==> src/rtl/pipelined_cla_addsub.sv <==
// Pipelined carry-lookahead adder/subtractor: each stage adds one WIDTH/STAGES slice,
// the carry and the unprocessed operand slices ride with the beat under a global stall.
module pipelined_cla_addsub #(
  parameter int WIDTH  = 32,
  parameter int GROUP  = 4,
  parameter int STAGES = 2
) (
  input  logic             clk,
  input  logic             rst_n,
  input  logic             in_valid,
  output logic             in_ready,
  input  logic             op_sub,
  input  logic [WIDTH-1:0] d1,
  input  logic [WIDTH-1:0] d2,
  output logic             out_valid,
  input  logic             out_ready,
  output logic [WIDTH-1:0] sum,
  output logic             cout,
  output logic             ovf,
  output logic             zero
);

  localparam int SW = WIDTH / STAGES;
  localparam int NG = SW / GROUP;

  if (WIDTH % (GROUP * STAGES) != 0) begin : g_param_check
    $error("pipelined_cla_addsub: WIDTH must be a multiple of GROUP*STAGES");
  end

  // Lookahead inside each GROUP-bit group, group carries ripple across the slice.
  function automatic logic [SW:0] cla_slice(input logic [SW-1:0] a,
                                            input logic [SW-1:0] b,
                                            input logic          cin);
    logic [SW-1:0] g, p, s;
    logic          cg, c, t;
    g  = a & b;
    p  = a ^ b;
    s  = '0;
    cg = cin;
    for (int grp = 0; grp < NG; grp++) begin
      for (int i = 0; i <= GROUP; i++) begin
        c = cg;
        for (int j = 0; j < i; j++) c = c & p[grp*GROUP+j];
        for (int j = 0; j < i; j++) begin
          t = g[grp*GROUP+j];
          for (int m = j + 1; m < i; m++) t = t & p[grp*GROUP+m];
          c = c | t;
        end
        if (i < GROUP) s[grp*GROUP+i] = p[grp*GROUP+i] ^ c;
        else           cg = c;
      end
    end
    return {cg, s};
  endfunction

  logic adv;
  logic ovf_q, zero_q;

  assign adv      = !out_valid || out_ready;
  assign in_ready = adv && rst_n;

  for (genvar k = 0; k < STAGES; k++) begin : g_st
    localparam int LO = k * SW;
    localparam int HI = LO + SW;

    logic               v_i, op_i, c_i;
    logic [WIDTH-LO-1:0] a_i, b_i;
    logic [HI-1:0]      s_new;
    logic [SW:0]        r;
    logic               vld_d, vld_q, c_d, c_q;
    logic [HI-1:0]      s_d, s_q;

    assign r = cla_slice(a_i[SW-1:0], b_i[SW-1:0] ^ {SW{op_i}}, c_i);

    if (k == 0) begin : g_src
      assign v_i   = in_valid;
      assign op_i  = op_sub;
      assign c_i   = op_sub;
      assign a_i   = d1;
      assign b_i   = d2;
      assign s_new = r[SW-1:0];
    end else begin : g_src
      assign v_i   = g_st[k-1].vld_q;
      assign op_i  = g_st[k-1].g_ops.op_q;
      assign c_i   = g_st[k-1].c_q;
      assign a_i   = g_st[k-1].g_ops.a_q;
      assign b_i   = g_st[k-1].g_ops.b_q;
      assign s_new = {r[SW-1:0], g_st[k-1].s_q};
    end

    always_comb begin
      vld_d = adv ? v_i : vld_q;
      c_d   = c_q;
      s_d   = s_q;
      if (adv && v_i) begin
        c_d = r[SW];
        s_d = s_new;
      end
    end

    always_ff @(posedge clk or negedge rst_n) begin
      if (!rst_n) begin
        vld_q <= 1'b0;
        c_q   <= 1'b0;
        s_q   <= '0;
      end else begin
        vld_q <= vld_d;
        c_q   <= c_d;
        s_q   <= s_d;
      end
    end

    // Upper operand slices still waiting for a later stage.
    if (k < STAGES - 1) begin : g_ops
      logic [WIDTH-HI-1:0] a_d, a_q, b_d, b_q;
      logic                op_d, op_q;

      always_comb begin
        a_d  = a_q;
        b_d  = b_q;
        op_d = op_q;
        if (adv && v_i) begin
          a_d  = a_i[WIDTH-LO-1:SW];
          b_d  = b_i[WIDTH-LO-1:SW];
          op_d = op_i;
        end
      end

      always_ff @(posedge clk) begin
        a_q  <= a_d;
        b_q  <= b_d;
        op_q <= op_d;
      end
    end

    if (k == STAGES - 1) begin : g_flags
      logic ovf_d, zero_d, c_msb;

      // Carry into the MSB recovered from the MSB sum bit and its operands.
      always_comb begin
        c_msb  = a_i[WIDTH-LO-1] ^ b_i[WIDTH-LO-1] ^ op_i ^ r[SW-1];
        ovf_d  = ovf_q;
        zero_d = zero_q;
        if (adv && v_i) begin
          ovf_d  = r[SW] ^ c_msb;
          zero_d = (s_new == '0);
        end
      end

      always_ff @(posedge clk or negedge rst_n) begin
        if (!rst_n) begin
          ovf_q  <= 1'b0;
          zero_q <= 1'b0;
        end else begin
          ovf_q  <= ovf_d;
          zero_q <= zero_d;
        end
      end
    end
  end

  assign out_valid = g_st[STAGES-1].vld_q;
  assign sum       = g_st[STAGES-1].s_q;
  assign cout      = g_st[STAGES-1].c_q;
  assign ovf       = ovf_q;
  assign zero      = zero_q;

endmodule

==> config.mk <==
export PLATFORM = sky130hd
export DESIGN_NAME = pipelined_cla_addsub
export DESIGN_NICKNAME = d
export VERILOG_FILES = /design/src/rtl/pipelined_cla_addsub.sv
export SDC_FILE = /design/constraint.sdc
export NUM_CORES = 1
export LEC_CHECK = 0
export ABC_AREA = 1
export BUFFER_PORTS_ARGS = -buffer_cell sky130_fd_sc_hd__buf_4
export CAP_MARGIN = 5
export CORE_MARGIN = 2
export CORE_UTILIZATION = 50
export DETAILED_ROUTE_END_ITERATION = 6
export GPL_TIMING_DRIVEN = 0
export HOLD_SLACK_MARGIN = 0.12
export MAX_ROUTING_LAYER = met4
export PLACE_DENSITY = 0.87
export RECOVER_POWER = 25
export SLEW_MARGIN = 20
export SYNTH_ARGS = -nofsm -noshare
export SYNTH_HDL_FRONTEND = slang
export SYNTH_SLANG_ARGS = --single-unit
==> constraint.sdc <==
create_clock -name clk -period 4.72 [get_ports clk]
set_clock_uncertainty 0.1 [all_clocks]
set_input_delay 0.708 -clock clk [delete_from_list [all_inputs] [get_ports clk]]
set_output_delay 0.708 -clock clk [all_outputs]
set_load 0.005 [all_outputs]
Yosys cells after proc, flatten, opt, wreduce, memory -nomap -nowiden:

Index checks and enable logic that the tools add are counted.

* multipliers: 0
* equal/unequal tests: 0
* magnitude comparators: 0
* multiplexer cells: 0
* shifts and indexed selects: 0
* reductions and logical operators: 6
* divide/modulo/power cells: 0
* bitwise gates (word level): 202
* add/sub/neg operators: 0

Operator list (number)
* AND 1 bit: 80
* OR 1 bit: 80
* XOR 16 bit: 4
* XOR 1 bit: 36
* AND 16 bit: 2
* zero test 32 bit: 1
* logical AND 1 bit: 3
* zero test 1 bit: 1
* logical OR 1 bit: 1

* ROM bits: 0
* memory bits (writable): 0
* memories: 0
* bits in latches: 0
* register bits after elaboration: 87
* output and inout bits: 37
* logic and storage cells: 219

Longest topological paths before layout:

* depth after elaboration: 35
* mapped depth: 39

Least setup slack after synthesis:

Ideal clock, no wire load.

* kind: input to register
* start: input op_sub
* end: register g_st[0].s_q[15]
* setup time: 0.083 ns
* stages on the path: 39
* setup slack: -0.172 ns
* arrival time: 4.709 ns
* data required time: 4.537 ns
* cell sequence: buf_2 > buf_4 > xor2_1 > ha_1 > ha_1 > nand2_1 > nand2_1 > nor2_1 > nor2_1 > o21ai_2 > inv_1 > nor2_1 > inv_1 > ha_1 > nand2_1 > nand2_1 > nor2_1 > nor2_1 > (+3 left out) > inv_1 > ha_1 > nand2_1 > nand2_1 > nor2_1 > nor2_1 > o21ai_1 > inv_1 > nor2_1 > inv_1 > ha_1 > o21ai_0 > nand2_1 > nand2_1 > nand2_1 > a21oi_1 > o21ai_0 > o21ai_1

* cells in the longest elaborated chain, start to end: 33
* elaborated cells on any way between the ends: 55
* classes of those cells: 55 x bitwise

RTL lines
* from (decl): line 12 `input logic op_sub,`
* XOR 16 bit: line 73 `assign r = cla_slice(a_i[SW-1:0], b_i[SW-1:0] ^ {SW{op_i}}, c_i);`
* XOR 16 bit: line 37 `p = a ^ b;`
* AND 1 bit (4 in a row): line 43 `for (int j = 0; j < i; j++) c = c & p[grp*GROUP+j];`
* OR 1 bit (4 in a row): line 47 `c = c | t;`
* AND 1 bit (4 in a row): line 43
* OR 1 bit (4 in a row): line 47
* AND 1 bit (4 in a row): line 43
* OR 1 bit (4 in a row): line 47
* AND 1 bit (3 in a row): line 43
* OR 1 bit (3 in a row): line 47
* XOR 1 bit *: line 49 `if (i < GROUP) s[grp*GROUP+i] = p[grp*GROUP+i] ^ c;`
* to (signal assigned): line 105 `s_q <= '0;`
* to (signal assigned): line 109 `s_q <= s_d;`
* to (decl): line 71 `logic [HI-1:0] s_d, s_q;`

Mark *: on every way between the ends. The rest lies on a longest branch, timed or not.
A chain may end at the register's enable or synchronous reset.

Worst setup path in the final report:

Same ends and word-level chain as after synthesis.

==> out/summary.log <==
INFO  synth          synth_common_cells=nand2_1 (126), inv_1 (56), dfrtp_1 (54), ha_1 (40), edfxtp_1 (33)
INFO  synth          synth_area_per_cell=9.63um^2
INFO  power_and_ir_drop power_switching=879uW
INFO  setup_path     cpMaxStageDelayCell=ha_1
INFO  setup_path     critPathMaxStageDelay=0.31ns
INFO  sta            worst-slew-pin-transition=0.927ns
INFO  synth          post_synthesis_instance_total=493
INFO  synth          dominantRegCellSynth=dfrtp_1
INFO  global_routing track_usage=0.235
INFO  placement      port_buffer_cells=105
INFO  die            floorplan.initialDensity=0.514
INFO  global_routing antenna_found_initial=0
INFO  layout         n_fill_cell=673
INFO  run            max-cap-violations=0
INFO  sta            report.final.hold_viol_count=0
INFO  layout         post-route-util=0.680
INFO  detailed_routing ant_nets=0
INFO  synth          synth_compound_area_frac=0.0590
INFO  power_and_ir_drop max_vdd_drop=0.000229V
INFO  detailed_routing route.detailed.drc=0
INFO  clock_network  numClockSinks=87
INFO  global_routing vias_in_the_first_global_route=3948
INFO  min_path       holdCritPathClass=primary input to async pin
INFO  setup_path     worstPathRequired=4.90ns
INFO  setup_path     timing.critical_path.from=op_sub
INFO  sta            clock.fmax=215MHz
INFO  power_and_ir_drop p_int=1660uW
INFO  clock_network  clock_input_transition_at_the_sequential_cells_of_the_worst_setup_and_hold_paths=0.10ns
INFO  layout         share_of_cells_above_drive_strength_1=0.327
INFO  setup_path     critical_path.most_common_cell=nand2_2
INFO  synth          synth_top_family_by_area=simple AND/OR/NAND/NOR gates
INFO  power_and_ir_drop power-per-cell-area=404mW/mm^2
INFO  sta            final_min_period_over_clock_period=0.985
INFO  synth          synth_warnings=0
INFO  layout         layout-area-overhead-vs-synth=32.3%
INFO  setup_path     r2r_start=g_st[0].g_ops.op_q
INFO  die            die_height=101um
INFO  sta            setup_violations=0
INFO  setup_path     timing.critical_path.fanout_max=5
INFO  clock_network  cts_tree=built
INFO  synth          synth-async-reset-ratio=0.621
INFO  global_routing grt_first_pass_wirelength=18.2mm
INFO  synth          synth_fa_ha_area_frac=0.135
INFO  synth          synth_cell_type_count=32
INFO  clock_network  h_tree_depth=3
INFO  detailed_routing drt_first_pass_iters=5
INFO  power_and_ir_drop netSwitchingFraction=0.347
INFO  sta            unrepaired_setup_endpoints_after_global_routing=true
INFO  sta            slew_violations=0
INFO  layout         design_area=0.00628mm^2
INFO  setup_path     path_type_of_the_worst_setup_path=primary input to flip-flop
INFO  die            io-pin-count=106
INFO  layout         antenna-diode-count=0
INFO  synth          synth.yosys.seq_area_share=0.493
INFO  power_and_ir_drop power_total=2540uW
INFO  setup_path     worstSetupEndpointType=flip-flop
INFO  power_and_ir_drop proportion_of_power_drawn_by_flip_flops_and_latches=0.426
INFO  detailed_routing wl_per_instance=15.4um
INFO  clock_network  numCtsBuffers=9
INFO  clock_network  cts.root.buffer_cell=clkbuf_8
INFO  clock_network  clk-insertion-delay-late=0.36ns
INFO  synth          synth_enable_flop_cells=33
INFO  detailed_routing wl=11.9mm
INFO  synth          register_bit_count_reported_by_yosys=87
INFO  sta            fin_worst_hold_slack=0.290ns
INFO  synth          netlist.top_cell.by_area=dfrtp_1
INFO  clock_network  cts_hold_buf=0
INFO  die            rows=35
INFO  global_routing global_route.overflow_total=0
INFO  power_and_ir_drop clock_power_share=0.210
INFO  detailed_routing detailroute.via_count=3973
INFO  run_status     run_status=finished, final reports clean
INFO  setup_path     startpoint_type=primary input
INFO  synth          synth.area.mux_share=0.00211
INFO  synth          synthMostInstantiatedCell=nand2_1
INFO  synth          synthesis.area=0.00475mm^2
INFO  synth          mappedNetlistNets=609
INFO  sta            fin_crit=4.65ns
INFO  placement      post-dp-hpwl=8.34mm
INFO  die            core-area=0.00924mm^2
INFO  setup_path     worst-endpoint-arrival=4.82ns
INFO  die            die_ar=0.0103mm^2
INFO  detailed_routing via_per_inst=5.17
INFO  synth          yosys.area_share.simple=0.172
INFO  die            chipWidth=101um
INFO  synth          yosys.area.top_type_share=0.285
INFO  detailed_routing drt-initial-drc-count=220
INFO  power_and_ir_drop power.static_leakage=0.00313uW
INFO  power_and_ir_drop combinational_share_of_power=0.364
INFO  global_routing grt_max_degree=56
INFO  clock_network  cts_buffer_depth=2
INFO  sta            setup_tns_final=0ns
INFO  placement      place_area=0.00571mm^2
INFO  layout         finalNetCount=751
INFO  sta            max_slew_margin=0.382
INFO  synth          synth_xor_area_frac=0.0719
INFO  placement      routabilityCongestion=0.907
INFO  synth          synth.area.top_cells=dfrtp_1 (28%), edfxtp_1 (21%), ha_1 (11%), nand2_1 (10%), xor2_1 (5.7%)
critical path: cells and delay by family:
kind,cells,cell delay (ns)
AOI/OAI and AO/OA,7,0.91
xor gates and xnor gates,1,0.13
adders and majority gates,5,0.98
buffers and inverters,8,0.58
and+or+nand+nor,18,1.53
sequential cells by signal, summed over array words and instances, names as in the netlist, 16 cells and up:
name	cells
sum	32
g_st.g_ops.a_q	16
g_st.g_ops.b_q	16
g_st.s_q	16
power groups by stage:
stage	combinational (uW)	sequential (uW)	clock [uW]
finish	922	1080	533
global route	1010	1100	567
CTS	840	1080	533
detailed placement	806	1090	0
global placement	765	1080	0
floorplan	425	1070	0
metrics by stage:
step | setup slack, ns | std cells
after floorplan | -0.0162 | 493
after global placement | -0.551 | 727
after detailed placement | -0.779 | 727
after CTS | -0.0204 | 754
after global routing | -0.200 | 769
final | 0.0726 | 769
path summary, 6_finish.rpt:
path	end	slack (ns)	cells after the start
worst max-delay path	g_st[0].s_q[15]	0.07	39
worst min-delay path	sum[24]	0.29	1
worst max register to register	zero	0.14	32
worst min register to register	sum[1]	0.39	2
max in group asynchronous	sum[21]	3.77	1
min in group clk	sum[1]	0.39	2
cell usage in the layout, fill, tap and decap left out, drive strengths merged:
master and n:
clkbuf 34, nand2 129, ha 40, a21oi 6, a31oi 4, edfxtp 33, nand3 13, o21ai 37
nor2 35, fa 7, clkinv 2, nand3b 4, inv 63, nand4 6, mux2i 1, buf 122
nor3 5, xor2 31, o21a 1, dfrtp 54, nor3b 1, xnor2 8, o22ai 4
kinds of logic (layout without fill, tap and decap cells):
logic type | count (synthesis) | in the layout
xor+xnor | 39 | 39
buf+inv | 74 | 221
mux | 1 | 1
flops | 87 | 87
compound gates | 52 | 52
fa+ha+maj | 47 | 47
simple gates | 193 | 193
routing by layer:
layer	up-vias	track usage	wire length [um]
li1	1875	-	-
met1	1888	0.286	4650
met2	150	0.388	5970
met3	60	0.0421	637
met4	0	0.0977	610
met5	-	-	0
repair_timing:
action | CTS | global route
gates cloned | 0 | 0
pin swaps | 4 | 28
buffers inserted | 13 | 17
gates resized for setup | 8 | 39
endpoints found under the setup margin | 7 | 12
cell type report:
type / instances / area (um^2) / area share
Sequential cell: 87 / 2340 / 0.373
Multi-Input combinational cell: 332 / 2240 / 0.356
Timing Repair Buffer: 133 / 1010 / 0.160
Inverter: 60 / 225 / 0.0359
Clock buffer: 11 / 163 / 0.0259
Tap cell: 129 / 161 / 0.0257
Buffer: 12 / 104 / 0.0165
Clock inverter: 5 / 43.8 / 0.00697
No activity file was read; power rests on OpenSTA's default activity.
